File: src/rtl/rst_seq_sync.sv
// rst_seq_sync: reset synchroniser and sequencer.
// Reset asserts asynchronously and releases synchronously. All outputs are
// then held for a minimum stretch before being released one by one, STAGGER
// cycles apart. A software request seen in DONE re-runs the hold and release.
module rst_seq_sync #(
    parameter int NUM_STAGES = 2,
    parameter int MIN_HOLD   = 4,
    parameter int NUM_OUT    = 3,
    parameter int STAGGER    = 2,
    parameter int SW_PULSE   = 8
) (
    input  logic               clk,
    input  logic               rst,
    input  logic               sw_rst_req,
    output logic [NUM_OUT-1:0] sync_rst,
    output logic               rst_done
);

    localparam int MAX_HS  = (MIN_HOLD > STAGGER) ? MIN_HOLD : STAGGER;
    localparam int MAX_CNT = (MAX_HS > SW_PULSE) ? MAX_HS : SW_PULSE;
    localparam int CNT_W   = $clog2(MAX_CNT) + 1;
    localparam int IDX_W   = $clog2(NUM_OUT) + 1;

    typedef enum logic [2:0] {
        ST_SYNC = 3'd0,
        ST_HOLD = 3'd1,
        ST_REL  = 3'd2,
        ST_DONE = 3'd3,
        ST_SWR  = 3'd4
    } state_t;

    // The state register leaving SYNC acts as the last synchroniser stage,
    // so only NUM_STAGES-1 dedicated chain flops are needed. This lets the
    // FSM enter HOLD on exactly the edge the full chain would read 1.
    logic [NUM_STAGES-2:0] sync_chain_reg;
    logic                  chain_out;

    state_t             state_reg, state_next;
    logic [CNT_W-1:0]   cnt_reg, cnt_next;
    logic [IDX_W-1:0]   idx_reg, idx_next;
    logic [NUM_OUT-1:0] out_reg, out_next;
    logic               done_reg, done_next;
    logic [NUM_OUT-1:0] idx_mask;
    logic               cnt_zero;
    logic               last_idx;

    // Synchroniser chain: shifts in a constant 1, cleared asynchronously.
    genvar gi;
    generate
        for (gi = 0; gi < NUM_STAGES - 1; gi++) begin : g_chain
            if (gi == 0) begin : g_first
                // First stage samples the released reset level.
                always_ff @(posedge clk or posedge rst) begin
                    if (rst) sync_chain_reg[gi] <= 1'b0;
                    else     sync_chain_reg[gi] <= 1'b1;
                end
            end else begin : g_rest
                // Later stages shift the level along the chain.
                always_ff @(posedge clk or posedge rst) begin
                    if (rst) sync_chain_reg[gi] <= 1'b0;
                    else     sync_chain_reg[gi] <= sync_chain_reg[gi-1];
                end
            end
        end

        // One-hot mask selecting the output currently due for release.
        for (gi = 0; gi < NUM_OUT; gi++) begin : g_mask
            assign idx_mask[gi] = (idx_reg == IDX_W'(gi));
        end
    endgenerate

    assign chain_out = sync_chain_reg[NUM_STAGES-2];
    assign cnt_zero  = (cnt_reg == '0);
    assign last_idx  = (idx_reg == IDX_W'(NUM_OUT - 1));

    // State, counters and output flops; outputs come straight from flops.
    always_ff @(posedge clk or posedge rst) begin
        if (rst) begin
            state_reg <= ST_SYNC;
            cnt_reg   <= '0;
            idx_reg   <= '0;
            out_reg   <= '0;
            done_reg  <= 1'b0;
        end else begin
            state_reg <= state_next;
            cnt_reg   <= cnt_next;
            idx_reg   <= idx_next;
            out_reg   <= out_next;
            done_reg  <= done_next;
        end
    end

    // Next-state selection.
    always_comb begin
        state_next = state_reg;
        case (state_reg)
            ST_SYNC: if (chain_out) state_next = ST_HOLD;
            ST_HOLD, ST_SWR, ST_REL: begin
                if (cnt_zero) state_next = last_idx ? ST_DONE : ST_REL;
            end
            ST_DONE: if (sw_rst_req) state_next = ST_SWR;
            default: state_next = ST_SYNC;
        endcase
    end

    // Counter, release index and output-flop next values.
    always_comb begin
        cnt_next  = cnt_reg;
        idx_next  = idx_reg;
        out_next  = out_reg;
        done_next = done_reg;
        case (state_reg)
            ST_SYNC: begin
                out_next  = '0;
                done_next = 1'b0;
                idx_next  = '0;
                if (chain_out) cnt_next = CNT_W'(MIN_HOLD - 1);
            end
            ST_HOLD, ST_SWR, ST_REL: begin
                if (cnt_zero) begin
                    // Release the indexed output; outputs only ever set bits.
                    out_next = out_reg | idx_mask;
                    if (last_idx) begin
                        done_next = 1'b1;
                    end else begin
                        idx_next = idx_reg + IDX_W'(1);
                        cnt_next = CNT_W'(STAGGER - 1);
                    end
                end else begin
                    cnt_next = cnt_reg - CNT_W'(1);
                end
            end
            ST_DONE: begin
                if (sw_rst_req) begin
                    out_next  = '0;
                    done_next = 1'b0;
                    idx_next  = '0;
                    cnt_next  = CNT_W'(SW_PULSE - 1);
                end
            end
            default: begin
                out_next  = '0;
                done_next = 1'b0;
            end
        endcase
    end

    assign sync_rst = out_reg;
    assign rst_done = done_reg;

endmodule

File: config.mk
export PLATFORM = sky130hd
export DESIGN_NAME = rst_seq_sync
export DESIGN_NICKNAME = d
export VERILOG_FILES = /design/src/rtl/rst_seq_sync.sv
export SDC_FILE = /design/constraint.sdc
export NUM_CORES = 1
export LEC_CHECK = 0
export ABC_AREA = 1
export ABC_CLOCK_PERIOD_IN_PS = 3400
export BUFFER_PORTS_ARGS = -buffer_cell sky130_fd_sc_hd__buf_2
export CAP_MARGIN = 10
export CORE_MARGIN = 2
export CORE_UTILIZATION = 50
export CTS_CLUSTER_DIAMETER = 50
export DETAILED_ROUTE_END_ITERATION = 7
export PLACE_DENSITY = 0.68
export SLEW_MARGIN = 0
export SYNTH_ARGS = -nofsm -noshare
export SYNTH_HDL_FRONTEND = slang
export SYNTH_SLANG_ARGS = --single-unit
File: constraint.sdc
create_clock -name clk -period 3.4 [get_ports clk]
set_input_delay 0.51 -clock clk [delete_from_list [all_inputs] [get_ports clk]]
set_output_delay 0.51 -clock clk [all_outputs]
set_load 0.01 [all_outputs]
Yosys cells after proc, flatten, opt, wreduce, memory -nomap -nowiden
Cells that the tools add are included.
{"block": "classes", "mux": 20, "bitwise": 1, "n_eq_ne": 12, "n_reduce_logical": 10, "add_sub_neg": 2}
{"cell": "$mux W3", "count": 7}
{"cell": "$pmux W3 S3", "count": 2}
{"cell": "$mux W4", "count": 4}
{"cell": "$pmux W4 S3", "count": 1}
{"cell": "$ne A2 B2 Y1 const B", "count": 5}
{"cell": "$eq A3 B2 Y1 const B", "count": 3}
{"cell": "$reduce_and A4 Y1", "count": 2}
{"cell": "$eq A3 B1 Y1 const B", "count": 2}
{"cell": "$logic_not A3 Y1", "count": 2}
{"cell": "$pmux W3 S2", "count": 1}
{"cell": "$reduce_and A3 Y1", "count": 2}
{"cell": "$logic_not A4 Y1", "count": 1}
{"cell": "$mux W1", "count": 4}
{"cell": "$sub A4 B1 Y4 const B", "count": 1}
{"cell": "$add A3 B1 Y3 const B", "count": 1}
{"cell": "$eq A3 B3 Y1 const B", "count": 1}
{"cell": "$ne A3 B3 Y1 const B", "count": 1}
{"cell": "$or A3 B3 Y3", "count": 1}
{"cell": "$reduce_bool A3 Y1", "count": 1}
{"cell": "$reduce_or A3 Y1", "count": 1}
{"cell": "$pmux W1 S2", "count": 1}
{"cell": "$reduce_and A2 Y1", "count": 1}
{"block": "word_totals", "inputBits": 3, "elab_cells": 51, "regBits": 15, "output_inout_bits": 4}

Logic depth before layout (Yosys ltp)
Gate-level depths: netlist (run 1).
{"block": "logic_depth", "ltp_word": 4, "ltp_mapped": 9, "mapped_depth_nobuf": 9}

Worst setup path after synthesis (run 1)
Ideal clock, no wire load.
{"block": "synth_path", "path_kind": "register to register", "from": "register cnt_reg[0]", "to": "register cnt_reg[1]", "synth_period_minus_slack_ps": 1277, "path_buffers": 0, "setup_slack_ps": 2123, "arrival_ps": 1160, "setup_ps": 116, "required_time_ps": 3284, "path_stages_with_launch": 10, "path_cell_list": "dfrtp_1 inv_1 ha_1 nand2_1 nor2_1 nand2_1 nor2_2 nor2_1 nand2_1 nand2_1"}
{"block": "synth_between", "elab_chain_cells": 3, "word_cells_on_any_way": 6, "classes_between": "add/sub: 1; eq/ne: 1; mux: 2; reduce/logical: 2"}
{"item": "start: declaration", "line": "39", "rtl": "logic [CNT_W-1:0] cnt_reg, cnt_next;"}
{"item": "start signal: assignment", "line": "86", "rtl": "cnt_reg <= cnt_next;"}
{"item": "$sub A4 B1 Y4 or $logic_not A4 Y1 (tied branches)", "line": "130, 73"}
{"item": "$mux W4 or $ne A3 B3 Y1 (tied branches)"}
{"item": "$pmux W4 S3 or $reduce_and A4 Y1 (tied branches)"}
Parallel ways exist; a longest one is shown, timed or not.
A chain may end at the register's enable or synchronous reset.

Worst setup path after layout (run 1)
{"block": "layout_path", "from": "register cnt_reg[0]", "to": "register cnt_reg[0]"}
The elaborated chain is that of the path after synthesis.

==> results by group, run 1 <==
Die
  – Die area: 2200 sq um
  – Site Rows: 15
  – Core area: 1730 sq um
  – I/O Pins: 7
  – Initial Util: 53.4%
  – Die H: 46.9 um
  – Die width: 46.9 um

Logic synthesis
  – Distinct cells, synth: 18
  – Syn. warnings: 0
  – Synthesized netlist cell count: 126
  – Async SR Flop Fraction: 100%
  – Synth Register Bits: 15
  – Syn avg cell area: 7.32 sq um
  – EDFF count, synth: 0
  – Synthesized cell area: 922 sq um
  – Register area share after synthesis: 40.7%
  – Main synth FF type: dfrtp_1
  – Synthesized Nets: 134

Drt
  – DRC: 0
  – Post-DRT Antenna Nets: 0
  – Highest metal used: met4
  – DRT met1 WL: 800 um
  – Vias per inst: 4.93
  – Total routed wirelength: 1710 um
  – Starting DRT DRC Count: 20
  – TritonRoute pass-1 iters: 4
  – Met3 WL: 56 um
  – Via count: 793
  – Routed wire length per instance: 10.6 um
  – Met2 WL post-DR: 803 um

Layout
  – Area of the multi-input gates: 475 sq um
  – Nets@finish: 145
  – Fillers: 172
  – Reg area: 375 sq um
  – Max reg flops: 4
  – Commonest cells after routing, fill and taps aside: 42 x nand2_1, 15 x inv_1, 15 x dfrtp_1
  – Final Instance Count excl. Fillers: 161
  – Area Growth Syn to Fin: 9.50%
  – Antenna cells: 0
  – Commonest non-fill, non-tap cell in the layout: nand2_1
  – Share of cells above drive strength 1: 18.4%

Outcome
  – Outcome: finished, final reports clean

Clocking
  – TritonCTS Sinks: 15
  – H-tree Lvls: 1
  – Post-CTS Resized: 0
  – Hold_buf cts: 0
  – Clock transition at path regs: 0.09 ns
  – Max clock buf depth: 2
  – Post-CTS Setup Repair Bufs: 0
  – CTS tree: built
  – Root buffer cell: clkbuf_4
  – Clk_lat worst skew: 0.29 ns
  – Total CTS buffers: 3

Placement
  – RePlAce Congestion: 0.798
  – Final HPWL DP: 1370 um
  – Port bufs: 6
  – Pre-CTS setup slack: 1.94 ns
  – Placed Cells incl. Taps: 157

Pwr
  – Pwr Total: 875 uW
  – Pwr/cell area: 866 nW/um^2
  – Cell leakage power: 0.579 nW
  – Peak VDD IR: 0.492 mV

GRT
  – First-pass GRT wire length: 2970 um
  – Initial antenna violation count: 0
  – Overall Global Routing Usage: 19.4%
  – Vias in the first global route: 753
  – Largest net degree at the start of global routing: 16
  – Grt total ovfl: 0

Flow run
  – Max-Cap Viols: 0

STA
  – RSZ-0062 raised after global routing: no
  – Minimum clock period: 1.46 ns
  – Setup tns final: 0 ns
  – Worst-margin pin slew: 0.585 ns
  – F_max: 685 MHz
  – Fin crit share: 42.9%
  – Slew Limit Fails: 0
  – Post-route worst setup slack: 1.94 ns
  – Relative slew slack: 61.0%
  – Endpoints failing setup: 0
  – Clk_skew: 0.00401 ns
  – Final Hold Violating Endpoints: 0

Setup path
  – CP Data Arrival Time: 1.65 ns
  – Flop-to-flop setup slack: 1.94 ns
  – Kind of critical path: reg -> reg
  – Critical path fanouts, max: 3
  – Critical Path RT: 3.59 ns
  – Critical Path Source Type: flop
  – Crit end category: flop

Hold path
  – Hold WC Path Type: in -> async
## layer usage
metal	vias up	track usage, %
li1	413	-
met1	360	26.6
met3	5	2.31
met5	-	0
met2	15	29.9
met4	0	10.6
## cells in the mapped netlist, types with 3 or more instances
cell     count  share of area, %
nand2_1     42                17
dfrtp_1     15                41
inv_1       15               6.1
nor2_1       9               3.7
nand3_1      7               3.8
nand4_1      7               4.7
ha_1         5               6.8
nand2_2      5               3.4
inv_2        4               1.6
o21ai_0      4               2.2
a21oi_1      3               1.6
nor2_2       3               2.0
## kinds of logic after synthesis
group	after synthesis	synth area share, %
AOI/OAI and AO/OA	9	5.29
adders and majority gates	5	6.78
xor gates and xnor gates	1	0.950
buffers and inverters	19	7.73
DFF	15	40.7
and+or+nand+nor	76	38.1
other	1	0.407
## per-stage QoR
stage / instance area (sq um) / hold WS [ns] / util [%]
2_1_floorplan: 922 / 0.411 / -
3_3_place_gp: 983 / 0.460 / 57.0
3_5_place_dp: 983 / 0.467 / 57.0
4_1_cts: 1010 / 0.283 / 58.5
5_1_grt: 1010 / 0.325 / 58.5
6_report: 1010 / 0.259 / 58.5
## path summary, 6_finish.rpt
path	start	endpoint	cells after the start
min in group clk	cnt_reg[1]	cnt_reg[1]	2
worst min register to register	cnt_reg[1]	cnt_reg[1]	2
max in group asynchronous	rst	idx_reg[2]	2
worst min-delay path	rst	chain_out	2
worst max-delay path	cnt_reg[0]	cnt_reg[0]	9
worst max register to register	cnt_reg[0]	cnt_reg[0]	9
## worst max-delay path, cell delays in order (launching register included)
cell and delay, ns:
dfrtp_1 0.41, inv_1 0.10, ha_1 0.21, nand2_1 0.09, nor2_1 0.18, nand2_1 0.09
nor2_2 0.10, nor2_1 0.07, nand2_1 0.07, nand2_1 0.05
## where the power goes
| part | internal (mW) | switching (mW) |
|---|---|---|
| sequential | 0.235 | 0.0457 |
| combinational | 0.159 | 0.329 |
| clock | 0.0457 | 0.0599 |
| total | 0.440 | 0.435 |
## area by class of cell
type,count,area share [%]
Clock buffer,4,2.60
Inverter,19,7.06
Multi-Input combinational cell,92,47.1
Sequential cell,15,37.2
Tap cell,25,3.10
Timing Repair Buffer,6,2.97
No activity file was read; power rests on OpenSTA's default activity.
==> run 2: changes to the inputs <==
--- a/config.mk
+++ b/config.mk
@@ -6,14 +6,14 @@
 export NUM_CORES = 1
 export LEC_CHECK = 0
 export ABC_AREA = 1
-export ABC_CLOCK_PERIOD_IN_PS = 3400
+export ABC_CLOCK_PERIOD_IN_PS = 1260
 export BUFFER_PORTS_ARGS = -buffer_cell sky130_fd_sc_hd__buf_2
 export CAP_MARGIN = 10
 export CORE_MARGIN = 2
 export CORE_UTILIZATION = 50
 export CTS_CLUSTER_DIAMETER = 50
 export DETAILED_ROUTE_END_ITERATION = 7
-export PLACE_DENSITY = 0.68
+export PLACE_DENSITY = 0.71
 export SLEW_MARGIN = 0
 export SYNTH_ARGS = -nofsm -noshare
 export SYNTH_HDL_FRONTEND = slang
==> constraint.sdc (replaced) <==
create_clock -name clk -period 1.26 [get_ports clk]
set_input_delay 0.189 -clock clk [delete_from_list [all_inputs] [get_ports clk]]
set_output_delay 0.189 -clock clk [all_outputs]
set_load 0.01 [all_outputs]
==> run 2 against run 1 <==
Effect of this change:
- the flow now finishes with violations (setup timing)
- register-to-register slack worse by 2.0 ns
- cell count up 9.3%
- wire length increased by 20%
- die area unchanged
- core utilization increased by 13 points
- clock skew decreased by 0.00068 ns
- critical endpoint unchanged
==> results by group, run 2 (synthesis results as in run 1) <==
STA
  – Minimum clock period: 1.30 ns (-0.164 ns)
  – Final hold slack: 0.191 ns (-0.0687 ns)
  – F_max: 772 MHz (+13%)
  – Slew Limit Fails: 0 (unchanged)
  – Endpoints failing setup: 5 (+5)
  – Clk_skew: 0.00333 ns (-0.000678 ns)
  – RSZ-0062 raised after global routing: yes
  – Setup tns final: -0.152 ns (-0.152 ns)
  – Final Hold Violating Endpoints: 0 (unchanged)
  – Post-route worst setup slack: -0.0359 ns (-1.98 ns)
  – Fin crit share: 103% (+60 points)

Layout
  – Max reg flops: 4 (unchanged)
  – Area Growth Syn to Fin: 33.8%
  – Post-Layout Inst Area: 1230 sq um (+22%)
  – Commonest non-fill, non-tap cell in the layout: nand2_1
  – Fillers: 140 (-19%)
  – Antenna cells: 0 (unchanged)
  – Area of the multi-input gates: 569 sq um (+20%)
  – Nets@finish: 160 (+10%)
  – Share of cells above drive strength 1: 39.7% (+21 points)
  – Core Util, Final: 71.4% (+13 points)
  – Reg area: 377 sq um (+0.33%)
  – Commonest cells after routing, fill and taps aside: 38 x nand2_1, 14 x dfrtp_1, 12 x buf_4

Clocking
  – Total CTS buffers: 3 (unchanged)
  – TritonCTS Sinks: 15 (unchanged)
  – H-tree Lvls: 1 (unchanged)
  – CTS tree: built
  – Max clock buf depth: 2 (unchanged)
  – Clk_lat worst skew: 0.28 ns (about the same)
  – Clock transition at path regs: 0.09 ns (about the same)
  – Root buffer cell: clkbuf_4

Drt
  – Starting DRT DRC Count: 16 (-20%)
  – Total routed wirelength: 2050 um (+20%)
  – Routed wire length per instance: 11.6 um (+9.8%)
  – Post-DRT Antenna Nets: 0 (unchanged)
  – DRC: 0 (unchanged)
  – Via count: 869 (+9.6%)
  – TritonRoute pass-1 iters: 5 (+1)
  – Vias per inst: 4.94 (+0.24%)

GRT
  – First-pass GRT wire length: 3320 um (+12%)
  – Overall Global Routing Usage: 21.4% (+2.0 points)
  – Initial antenna violation count: 0 (unchanged)
  – Grt total ovfl: 0 (unchanged)
  – Vias in the first global route: 772 (+2.5%)
  – Largest net degree at the start of global routing: 16 (unchanged)

Pwr
  – Peak VDD IR: 1.62 mV (+230%)
  – Cell leakage power: 0.665 nW (+15%)
  – Pwr/cell area: 2290 nW/um^2 (+160%)

Die
  – Die area: 2200 sq um (unchanged)
  – Site Rows: 15 (unchanged)
  – I/O Pins: 7 (unchanged)
  – Die H: 46.9 um (unchanged)
  – Initial Util: 53.4% (unchanged)
  – Die width: 46.9 um (unchanged)
  – Core area: 1730 sq um (unchanged)

Outcome
  – Outcome: finished with violations
  – Failing checks: setup timing

Setup path
  – RR Endpoint: cnt_reg[0]
  – Crit end category: flop
  – Kind of critical path: reg -> reg
  – CP endpoint: cnt_reg[0]
  – Reg2reg start: state_reg[0]
  – Crit. Startpoint: state_reg[0]
  – Critical Path RT: 1.49 ns (-2.10 ns)
  – CP Data Arrival Time: 1.52 ns (-0.13 ns)
  – Flop-to-flop setup slack: -0.04 ns (-1.98 ns)
  – FF-to-FF path depth: 7 (-2)
  – Critical Path Source Type: flop
  – Critical path fanouts, max: 7 (+4)

Flow run
  – Max-Cap Viols: 0 (unchanged)

Placement
  – Final HPWL DP: 1480 um (+8.2%)
  – RePlAce Congestion: 0.938 (+18%)
  – Port bufs: 6 (unchanged)
  – Placed Area: 1070 sq um (+8.7%)

Hold path
  – Hold WC Path Type: in -> reg
-- run 2: cell types whose count changed in the layout (fill, tap and decap cells not counted), moves of 2 or more --
cell	change
o21ai_0	-3
nor2_4	+3
buf_4	+12
nand2_1	-4
nand3_1	-4
o21ai_1	+2
nand3_4	+2
inv_1	-4
nand2_2	+3
buf_6	+2
inv_2	+3
nand3_2	+2
ha_1	-2
nor2_1	-4
-- run 2: worst max-delay path: stages, from the launching register on --
cell     delay, ns
dfrtp_1       0.44
nor2_2        0.18
nand2_2       0.14
nand2_4       0.16
nor2_2        0.06
nor2_2        0.13
nand2_1       0.07
nand2_1       0.06
-- run 2: per-stage QoR --
step           setup WS (ns)  cells  total power, mW
2_1_floorplan      0.0000486    126             1.80
6_report             -0.0359    176             2.83
4_1_cts              -0.0145    175             2.72
3_5_place_dp          -0.136    168             2.21
5_1_grt              -0.0890    176             3.07
3_3_place_gp         -0.0923    168             2.16
-- run 2: timing repair --
item	in CTS	in global routing
pin swaps	10	4
buffers inserted	2	1
hold endpoints to repair	15	0
hold buffers	1	0
endpoints found under the setup margin	14	14
gates resized for setup	17	16
gates cloned	0	0
-- run 2: how the worst min path moves through the flow --
stage	slack, ns	startpoint	cells past startpoint	to
2_1_floorplan	0.09	rst	1	chain_out
5_1_grt	0.21	sw_rst_req	3	state_reg[2]
4_1_cts	0.18	sw_rst_req	3	state_reg[2]
6_report	0.19	sw_rst_req	3	state_reg[2]
3_5_place_dp	0.20	rst	3	cnt_reg[3]
3_3_place_gp	0.20	rst	3	idx_reg[2]
-- run 2: layout make-up --
type / instances / share of cell area (%)
inverters: 19 / 6.19
clock buffers: 3 / 1.83
well taps: 25 / 2.54
multi-input cells: 92 / 46.1
clock inverters: 1 / 0.406
flip-flops and latches: 15 / 30.5
repair buffers: 21 / 12.4
-- run 2: power by group --
group	internal, mW	switching (mW)	total (mW)
registers	0.636	0.125	0.761
clock network	0.118	0.156	0.273
logic	0.673	1.12	1.79
total	1.43	1.40	2.83
-- run 2: per-layer routing --
metal  part of all wire [%]  global-route usage, %
met5                      0                      0
met4                   0.44                   6.11
met3                    2.1                   3.85
met2                     51                   36.7
met1                     47                   27.6
